--- src/rtl/avg_pkg.sv ---
// avg_pkg: shared constants, counter widths and state encoding for sample_window_avg
package avg_pkg;
  localparam int DATAWIDTH = 16;
  localparam int SUMWIDTH = 32;
  localparam int NUM_SAMPLES = 8;
  localparam int NUM_SHIFTS = 3;
  localparam int SCNT_W = $clog2(NUM_SAMPLES);
  localparam int HCNT_W = $clog2(NUM_SHIFTS);
  typedef enum logic [1:0] {COLLECT, SHIFT, HOLD} state_t;
endpackage

--- src/rtl/add.sv ---
// add: unsigned adder, result wraps at DATAWIDTH bits
module add #(
  parameter int DATAWIDTH = 16
) (
  input  logic [DATAWIDTH-1:0] a,
  input  logic [DATAWIDTH-1:0] b,
  output logic [DATAWIDTH-1:0] y
);
  assign y = a + b;
endmodule

--- src/rtl/avg_ctrl.sv ---
// avg_ctrl: window FSM with sample and shift counters, drives the datapath strobes
module avg_ctrl
  import avg_pkg::*;
(
  input  logic Clk,
  input  logic Rst_n,
  input  logic in_valid,
  input  logic out_ready,
  output logic in_ready,
  output logic out_valid,
  output logic acc_load,
  output logic acc_shift,
  output logic acc_clr,
  output logic sa_latch,
  output logic avg_load
);
  state_t state_q, state_d;
  logic [SCNT_W-1:0] scnt;
  logic [HCNT_W-1:0] hcnt;
  logic accept;
  assign in_ready = Rst_n && state_q == COLLECT;
  assign out_valid = state_q == HOLD;
  // state register and the two counters
  always_ff @(posedge Clk or negedge Rst_n) begin
    if (!Rst_n) begin
      state_q <= COLLECT;
      scnt <= '0;
      hcnt <= '0;
    end else begin
      state_q <= state_d;
      scnt <= acc_clr ? '0 : accept ? scnt + SCNT_W'(1) : scnt;
      hcnt <= sa_latch ? '0 : acc_shift ? hcnt + HCNT_W'(1) : hcnt;
    end
  end
  // datapath strobes and next-state decode
  always_comb begin
    state_d = state_q;
    accept = in_valid && state_q == COLLECT;
    acc_load = accept;
    sa_latch = accept && scnt == SCNT_W'(NUM_SAMPLES - 1);
    acc_shift = state_q == SHIFT;
    avg_load = acc_shift && hcnt == HCNT_W'(NUM_SHIFTS - 1);
    acc_clr = state_q == HOLD && out_ready;
    case (state_q)
      COLLECT: state_d = sa_latch ? SHIFT : COLLECT;
      SHIFT:   state_d = avg_load ? HOLD : SHIFT;
      HOLD:    state_d = acc_clr ? COLLECT : HOLD;
      default: state_d = COLLECT;
    endcase
  end
endmodule

--- src/rtl/shr.sv ---
// shr: logical right shift; shift amounts of DATAWIDTH or more give zero
module shr #(
  parameter int DATAWIDTH = 16
) (
  input  logic [DATAWIDTH-1:0] a,
  input  logic [7:0]           sh,
  output logic [DATAWIDTH-1:0] y
);
  assign y = a >> sh;
endmodule

--- src/rtl/sample_window_avg.sv ---
// sample_window_avg: streaming 8-sample accumulator with three sequential right shifts
module sample_window_avg
  import avg_pkg::*;
(
  input  logic                 Clk,
  input  logic                 Rst_n,
  input  logic [DATAWIDTH-1:0] in_data,
  input  logic                 in_valid,
  output logic                 in_ready,
  input  logic [7:0]           sa,
  output logic [DATAWIDTH-1:0] out_avg,
  output logic                 out_valid,
  input  logic                 out_ready
);
  logic [SUMWIDTH-1:0] acc, sum, shifted;
  logic [7:0] sa_q;
  logic acc_load, acc_shift, acc_clr, sa_latch, avg_load;
  avg_ctrl u_ctrl (
    .Clk(Clk),
    .Rst_n(Rst_n),
    .in_valid(in_valid),
    .out_ready(out_ready),
    .in_ready(in_ready),
    .out_valid(out_valid),
    .acc_load(acc_load),
    .acc_shift(acc_shift),
    .acc_clr(acc_clr),
    .sa_latch(sa_latch),
    .avg_load(avg_load)
  );
  add #(.DATAWIDTH(SUMWIDTH)) u_add (
    .a(acc),
    .b({{(SUMWIDTH-DATAWIDTH){1'b0}}, in_data}),
    .y(sum)
  );
  shr #(.DATAWIDTH(SUMWIDTH)) u_shr (
    .a(acc),
    .sh(sa_q),
    .y(shifted)
  );
  // accumulator, latched shift amount and the result register captured on the last shift
  always_ff @(posedge Clk or negedge Rst_n) begin
    if (!Rst_n) begin
      acc <= '0;
      sa_q <= '0;
      out_avg <= '0;
    end else begin
      acc <= acc_clr ? '0 : acc_load ? sum : acc_shift ? shifted : acc;
      sa_q <= sa_latch ? sa : sa_q;
      out_avg <= avg_load ? shifted[DATAWIDTH-1:0] : out_avg;
    end
  end
endmodule
--- config.mk ---
export PLATFORM = sky130hd
export DESIGN_NAME = sample_window_avg
export DESIGN_NICKNAME = d
export VERILOG_FILES = /design/src/rtl/avg_pkg.sv /design/src/rtl/add.sv /design/src/rtl/avg_ctrl.sv /design/src/rtl/shr.sv /design/src/rtl/sample_window_avg.sv
export SDC_FILE = /design/constraint.sdc
export NUM_CORES = 1
export LEC_CHECK = 0
export CAP_MARGIN = 30
export CORE_MARGIN = 2
export CORE_UTILIZATION = 35
export DETAILED_ROUTE_END_ITERATION = 7
export GPL_TIMING_DRIVEN = 0
export MAX_ROUTING_LAYER = met4
export PLACE_DENSITY_LB_ADDON = 0.15
export REMOVE_ABC_BUFFERS = 1
export SETUP_SLACK_MARGIN = 0.4
export SLEW_MARGIN = 30
export SYNTH_ARGS = -nofsm -noshare
export SYNTH_HDL_FRONTEND = slang
export SYNTH_SLANG_ARGS = --single-unit
--- constraint.sdc ---
create_clock -name Clk -period 7.91 [get_ports Clk]
set_clock_uncertainty 0.15 [all_clocks]
set_input_delay 1.9775 -clock Clk [delete_from_list [all_inputs] [get_ports Clk]]
set_output_delay 1.9775 -clock Clk [all_outputs]
set_load 0.02 [all_outputs]
==> flow_summary.yaml <==
run_status:
  status: "finished clean"
synthesis:
  synthArstFlopShare: 1.00
  netlist_instances: 659
  synth_top_cell_area_share: 0.293
  ys_types: 70
  yosysWarnings: 0
  synth-seq-cells: 63
  ys_top_cells_by_count: "nand2_1, dfrtp_1, nor2_1, mux2i_1, o21ai_1"
  syn_area_um2: 5370
  synthFlopType: "dfrtp_1"
  yosysTopAreaCell: "dfrtp_1"
  synth_area_leaders: "dfrtp_1, mux2i_1, nand2_1"
  seq_area_frac_synth: 0.293
  avgSynthCellArea_um2: 8.15
  synth_edf_count: 0
  yosysMostFrequentCell: "nand2_1"
timing:
  worstMarginPinSlew_ps: 1010
  slew_headroom: 0.324
  tns_ps: 0
  period_share: 0.715
  fin_crit_ps: 5650
  rsz0062_at_grt: "false"
  slew_viol_final: 0
  max_freq_mhz: 177
  setup_viol: 0
  hold_viol_final: 0
clock_tree:
  root_buffer: "clkbuf_16"
  postCtsSetupBuffers: 0
  clk_latency_ps: 350
  clkTransAtPathRegs_ps: 60
  cts_buffers: 9
  postCtsHoldBufs: 0
  cts_buffer_depth: 2
  cts_tree: "done"
  clock-sinks: 63
  h-tree-depth: 3
  ctsResizeCount: 0
routing:
  detail_route.wl_per_cell_um: 22.0
  drt_iter0_markers: 513
  dr.pass1.iters: 5
  vias_per_cell: 6.20
  drtAntennaViolNets: 0
  num_vias: 5326
  drt-total-wl_um: 18900
  drt_drc_violations_left: 0
floorplanning:
  rows: 45
  die-area_um2: 16400
  die_width_um: 128
  core-area_um2: 15100
  initial_utilization: 0.356
  die_height_um: 128
  io-pin-count: 46
global_route:
  grt-ovfl-total: 0
  grt_max_degree: 41
  grt_usage: 0.242
  first_global_vias: 5088
  grt_pass1_wl_um: 29500
  antenna_found_initial: 0
power:
  peakVddDrop_uv: 179
  p_comb_frac: 0.572
  p_sw_w: 0.00144
  clock_power_share: 0.165
  p_int_w: 0.00144
  pwr-share-seq: 0.263
  swShare: 0.500
  power.density_nw_per_um2: 459
  p_leak_nw: 2.43
critical_path:
  max_stage_delay_ps: 630
  crit_arrival_ps: 3530
  startpoint_type: "primary input"
  cp_slowest_cell: "clkdlybuf4s50_1"
  path_cells: "buf_4 > buf_12 > nor3b_1 > clkdlybuf4s50_1"
  end_kind: "output pin"
  path_class: "primary input to output pin"
  required_ps: 5780
  crit_fanout: 38
cells_and_area:
  syn2layout_area_growth_pct: 16.7
  utilization: 0.416
  n_fill_cell: 1556
  n_antenna_cell: 0
  layout.nets: 714
  layout-drive-gt1-share: 0.0805
placed_design:
  dp_hpwl_um: 13600
  io_buffer_count: 45
  place.gp.congestion: 0.982
job:
  maxCapViolations: 0
hold_path:
  min_path_type: "flip-flop to flip-flop"
[worst max-delay path: cells and delay by family]
kind | cells | cell delay (ps)
buf+inv | 3 | 1310
simple gates | 1 | 200
[sequential cells by signal, indices dropped and copies added (netlist names)]
register        flops
acc                32
out_avg            16
sa_q                8
u_ctrl.hcnt         2
u_ctrl.scnt         3
u_ctrl.state_q      2
[metal layers]
metal	up-vias	GRT usage	share of wire
li1	2465	-	-
met1	2636	0.348	0.48
met2	199	0.356	0.44
met3	26	0.0196	0.055
met4	0	0.0860	0.022
met5	-	-	0
[area by class of cell]
type	count	area, µm²	area share
Timing Repair Buffer	49	518	0.0826
Sequential cell	63	1580	0.252
Inverter	14	52.6	0.00838
Multi-Input combinational cell	529	3540	0.564
Clock inverter	7	121	0.0193
Tap cell	188	235	0.0375
Clock buffer	9	225	0.0359
[placed cells by master, fill, tap and decap left out, types with 7 or more instances in the layout]
master,netlist,final
ha_1,19,19
mux2_2,9,9
nand3_1,21,21
xnor2_1,9,9
nand2_1,74,73
a21oi_1,41,41
mux2i_1,45,45
nor3_1,11,9
clkdlybuf4s50_1,0,44
o211ai_1,7,7
o21ai_0,28,28
a22oi_1,10,10
dfrtp_1,63,61
o21ai_1,45,45
nand2b_1,12,12
a31oi_1,11,11
clkbuf_16,0,9
nor2_1,50,49
o22ai_1,25,25
inv_1,13,13
nor2b_1,8,8
[cells by family after synthesis]
group	synth area share
multiplexers	0.128
XOR/XNOR	0.0212
flip-flops	0.293
buffers and inverters	0.0545
AND/OR/NAND/NOR	0.185
adder cells (fa/ha/maj)	0.0480
AO/OA/AOI/OAI	0.270
[power by group through the flow]
stage / combinational [W] / sequential, W / clock [W]
finish: 0.00165 / 0.000757 / 0.000474
global route: 0.00178 / 0.000789 / 0.000491
CTS: 0.00162 / 0.000748 / 0.000481
detailed placement: 0.00161 / 0.000755 / 0
global placement: 0.00158 / 0.000742 / 0
floorplan: 0.00110 / 0.000692 / 0
[per-stage QoR]
stage                     hold WS, ps  instance area (µm²)  std cells  total power [W]  setup WS [ps]
final                             329                 6270        859          0.00288           2260
after global routing              366                 6270        859          0.00306           2090
after CTS                         338                 6260        859          0.00285           2180
after detailed placement          325                 5920        843          0.00237           2180
after global placement            318                 5820        839          0.00233           79.7
after floorplan                   318                 5130        606          0.00179           3280
[path summary, 6_finish.rpt]
path                        startpoint           to  slack, ps  cells after the start
min in group asynchronous        Rst_n   out_avg[7]       1460                      1
min                        out_avg[13]  out_avg[13]        330                      2
max reg2reg                    sa_q[2]       acc[8]       4350                      8
min reg2reg                out_avg[13]  out_avg[13]        330                      2
max                              Rst_n     in_ready       2260                      4
max in group asynchronous        Rst_n      sa_q[0]       5590                      2
No activity file was read; power rests on OpenSTA's default activity.
==> patch 1 (config.mk and constraints unchanged) <==
Re-encode `state_t` (3 states) as one-hot, 3 bits wide.
--- a/src/rtl/avg_pkg.sv
+++ b/src/rtl/avg_pkg.sv
@@ -7,5 +7,5 @@
   localparam int SCNT_W = $clog2(NUM_SAMPLES);
   localparam int HCNT_W = $clog2(NUM_SHIFTS);
-  typedef enum logic [1:0] {COLLECT, SHIFT, HOLD} state_t;
+  typedef enum logic [2:0] {COLLECT = 3'b001, SHIFT = 3'b010, HOLD = 3'b100} state_t;
 endpackage
 
Behaviour: same outputs for any inputs over 10 cycles, from zero or initial values and one cycle with Rst_n low; not proved beyond that.
==> patch 1 against the original RTL <==
  * Cell area grew 4.0%
  * Setup slack improved by 0.12 ns
  * Power is 6.9% lower
  * Combinational power down 5%
  * Synthesized cell count is 1.1% lower
  * Fmax up 2.2%
  * Routed wire length decreased by 1.6%
  * Global-route usage shrank 1.8 points
  * Via count grew 0.43%
  * Hold slack worse by 0.0068 ns
  * Area after synthesis is 6.1% higher
  * Sequential power fell by 5.8%
  * Sequential cell count grew 1
  * Critical path type unchanged
  * Critical endpoint unchanged
==> patch 1: results (changes against the original RTL) <==
metric,value,unit,change
number of global-route vias before repair,5047,,-0.81%
number of clock sinks,64,,+1.6%
Top delay family on crit path,buffers and inverters,,
Post-Synthesis Cells,652,,-1.1%
gpl congestion,0.961,,-2.1%
FF-to-FF Start,u_ctrl.state_q[2],,
Remaining DRCs,0,,unchanged
Largest regs,"acc (32), out_avg (16), sa_q (8)",,
worst slack at placement,2.33,ns,+0.151 ns
latest clock arrival within the worst-skew pair,0.34,ns,
Setup crit start,Rst_n,,
Max clock buf depth,2,,unchanged
CTS Buf Count,9,,unchanged
CP max-delay cell,clkdlybuf4s50_1,,
input/output buffers,45,,unchanged
peak supply drop,146,uV,-18%
# nets final,710,,-0.56%
"Cell Count, Final, Fillers Out",884,,+2.9%
reg2reg setup slack,4.59,ns,+0.24 ns
DR pass1 iterations,5,,unchanged
Worst slew margin,0.473,,+0.149
setup repair bufs after CTS,0,,unchanged
crit path DAT,3.41,ns,-0.12 ns
first-pass GRT wire length,29800,um,+0.91%
initial antenna violation count,1,,+1
"Gates resized, CTS repair",0,,unchanged
Critical Path Max Stage Delay,0.61,ns,-0.02 ns
Final Critical Period,5.53,ns,-0.121 ns
synth top area cells,"dfrtp_1 28%, mux4_2 7.5%, mux2i_1 6.7%",,
placed cell area,0.00623,mm^2,+5.3%
clk slew on worst S/H paths,0.05,ns,
DPL Wire Length,14000,um,+2.4%
pin count of the biggest net entering global routing,38,,-7.3%
outcome,"finished, final reports clean",,
layout cell share with drive strength beyond 1,0.117,,+0.0365
Synth warnings,0,,unchanged
root buf cell,clkbuf_16,,
R2R cell count,6,,-2
Post-synth ARST share,1.00,,unchanged
"Max FO, Critical Path",36,,-5.3%
leakage,2.54,nW,+4.4%
Placed Cells,867,,+2.8%
Detailed Route Iter0 Violations,575,,+12%
Worst Hold Slack,0.322,ns,-0.00677 ns
total track usage,0.223,,-0.0180
Setup crit end,in_ready,,
Post-Route WL,18600,um,-1.6%
worst min-delay path class,reg2reg,,
unique cell type count in the Yosys netlist,78,,+11%
via count,5349,,+0.43%
Commonest cells post-synth,"79 x nand2_1, 63 x dfrtp_1, 60 x nor2_1, 52 x o21ai_0, 43 x a21oi_1",,
worst r2r dst,acc[13],,
sequential area share after synthesis,0.281,,-0.0121
H-tree depth,3,,unchanged
patch 1: worst min path at each step:
stage / to / startpoint / cells past startpoint
3_5_place_dp: out_avg[1] / out_avg[1] / 1
5_1_grt: out_avg[11] / out_avg[11] / 2
3_3_place_gp: out_avg[6] / out_avg[6] / 1
4_1_cts: out_avg[1] / out_avg[1] / 1
6_report: out_avg[1] / out_avg[1] / 1
2_1_floorplan: u_ctrl.scnt[0] / u_ctrl.scnt[0] / 1
patch 1: cells by family (layout without fill, tap and decap cells):
kind of cell	Yosys count	count (layout)	synth area share
compound gates	210	210	0.250
simple gates	208	208	0.167
mux	72	72	0.171
flops	64	64	0.281
buf+inv	63	78	0.0621
fa+ha+maj	20	20	0.0452
xor+xnor	15	15	0.0231
other cells	0	1	0
patch 1: final cells by class:
cell class                      count  area [um^2]
Clock buffer                       11          233
Multi-Input combinational cell    525         3770
Tap cell                          216          270
Antenna cell                        1         2.50
Clock inverter                      5         57.6
Sequential cell                    64         1610
Inverter                           13         48.8
Timing Repair Buffer               49          531
Fill cell                        1626         9360
patch 1: per-layer routing:
metal  up-vias  GRT usage  wire length [um]  share of wire
met2       171      0.323              8290           0.45
met1      2664      0.322              9070           0.49
met4         0     0.0628               312          0.017
met3        23     0.0374               915          0.049
met5         -          -                 0              0
li1       2491          -                 -              -
patch 1: worst reg2reg max path, delay by kind of cell, from the launching register on:
family           cells  cell delay [ns]
flip-flops           1             0.50
AND/OR/NAND/NOR      4             1.95
AO/OA/AOI/OAI        2             0.58
patch 1: power by group:
group | switching (mW) | total [mW] | internal [mW]
combinational | 0.890 | 1.57 | 0.679
sequential | 0.276 | 0.713 | 0.437
clock | 0.154 | 0.397 | 0.243
total | 1.32 | 2.68 | 1.36
==> patch 2 (same settings) <==
Made on the original files. Change the package constant `SUMWIDTH` from 32 to 16.
--- a/src/rtl/avg_pkg.sv
+++ b/src/rtl/avg_pkg.sv
@@ -2,5 +2,5 @@
 package avg_pkg;
   localparam int DATAWIDTH = 16;
-  localparam int SUMWIDTH = 32;
+  localparam int SUMWIDTH = 16;
   localparam int NUM_SAMPLES = 8;
   localparam int NUM_SHIFTS = 3;
Function: same outputs for any inputs over 10 cycles, from zero or initial values and one cycle with Rst_n low; that may be too few to reach the edited logic, so the function may still have changed.
==> patch 2 against the original RTL <==
  * Power shrank 43%
  * First-iteration DRC count decreased by 74%
  * Routed wire length down 56%
  * Setup slack gained 0.22 ns
  * Sequential cell count fell by 16
  * Combinational power fell by 44%
  * Largest power group unchanged
  * Largest cell class unchanged
  * Cell count decreased by 38%
  * Non-clock buffer count fell by 4
  * Area after synthesis decreased by 38%
  * Highest routed layer unchanged
  * Synthesized cell count shrank 44%
  * Cell area shrank 37%
==> patch 2: results (changes against the original RTL) <==
metric,value,unit,change
# nets final,449,,-37%
gpl congestion,0.824,,-16%
outcome,"finished, final reports clean",,
DR pass1 iterations,4,,-1
"Max FO, Critical Path",48,,+26%
leakage,1.65,nW,-32%
unique cell type count in the Yosys netlist,50,,-29%
reg2reg setup slack,5.07,ns,+0.72 ns
Critical Path Max Stage Delay,0.60,ns,-0.03 ns
FF+latch area,0.00118,mm^2,-26%
worst slack at placement,2.43,ns,+0.251 ns
Adder-Cell Fraction of Synth Area,0.0738,,+0.0258
latest clock arrival within the worst-skew pair,0.30,ns,-0.05 ns
Largest regs,"acc (16), out_avg (16), sa_q (8)",,
peak supply drop,107,uV,-41%
layout cell share with drive strength beyond 1,0.0744,,-0.00604
root buf cell,clkbuf_8,,
total track usage,0.177,,-0.0647
first-pass GRT wire length,13900,um,-53%
Compound-Gate Fraction of Synth Area,0.204,,-0.0655
vias per cell,5.36,,-14%
Worst Hold Slack,0.331,ns,+0.00240 ns
Post-Synthesis Cells,369,,-44%
Filler cells,928,,-40%
routed length per instance,15.8,um,-28%
xor/xnor cell area share of the yosys netlist,0.0290,,+0.00779
DPL Wire Length,6400,um,-53%
clk slew on worst S/H paths,0.09,ns,+0.03 ns
FF-to-FF Start,acc[0],,
sequential area share after synthesis,0.354,,+0.0604
Commonest cells post-synth,"47 x dfrtp_1, 47 x nand2_1, 30 x o21ai_0, 29 x a21oi_1, 29 x nor2_1",,
Detailed Route Iter0 Violations,134,,-74%
worst r2r dst,acc[12],,
number of global-route vias before repair,2726,,-46%
Post-Route WL,8390,um,-56%
H-tree depth,2,,-1
## patch 2: power by group
group | internal (mW) | switching [mW]
combinational | 0.428 | 0.500
sequential | 0.344 | 0.154
clock | 0.126 | 0.0849
## patch 2: per-layer routing
layer	global-route usage	part of all wire	up-vias	wire length, um
met3	0.0297	0.037	15	308
li1	-	-	1408	-
met1	0.243	0.49	1372	4140
met2	0.263	0.45	56	3760
met4	0.0613	0.022	0	187
met5	-	0	-	0
## patch 2: critical path, delay by kind of cell
family	cells	cell delay, ns
simple gates	1	0.22
buf+inv	2	1.09
## patch 2: area by class of cell
type,count,share of cell area
Timing Repair Buffer,45,0.113
Tap cell,129,0.0407
Sequential cell,47,0.296
Inverter,7,0.00662
Multi-Input combinational cell,296,0.510
Clock buffer,6,0.0183
Clock inverter,2,0.0151
## patch 2: how the worst max path moves through the flow
stage | start | endpoint | slack, ns | depth (start not counted)
floorplan | Rst_n | in_ready | 3.59 | 1
global placement | Rst_n | in_ready | 0.82 | 3
detailed placement | Rst_n | in_ready | 2.43 | 3
CTS | Rst_n | in_ready | 2.43 | 3
global route | Rst_n | in_ready | 2.35 | 3
finish | Rst_n | in_ready | 2.48 | 3
## patch 2: logic make-up after synthesis
logic type,after synthesis
and+or+nand+nor,126
adders and majority gates,19
xor gates and xnor gates,11
DFF,47
buffers and inverters,26
muxes,33
AOI/OAI and AO/OA,107
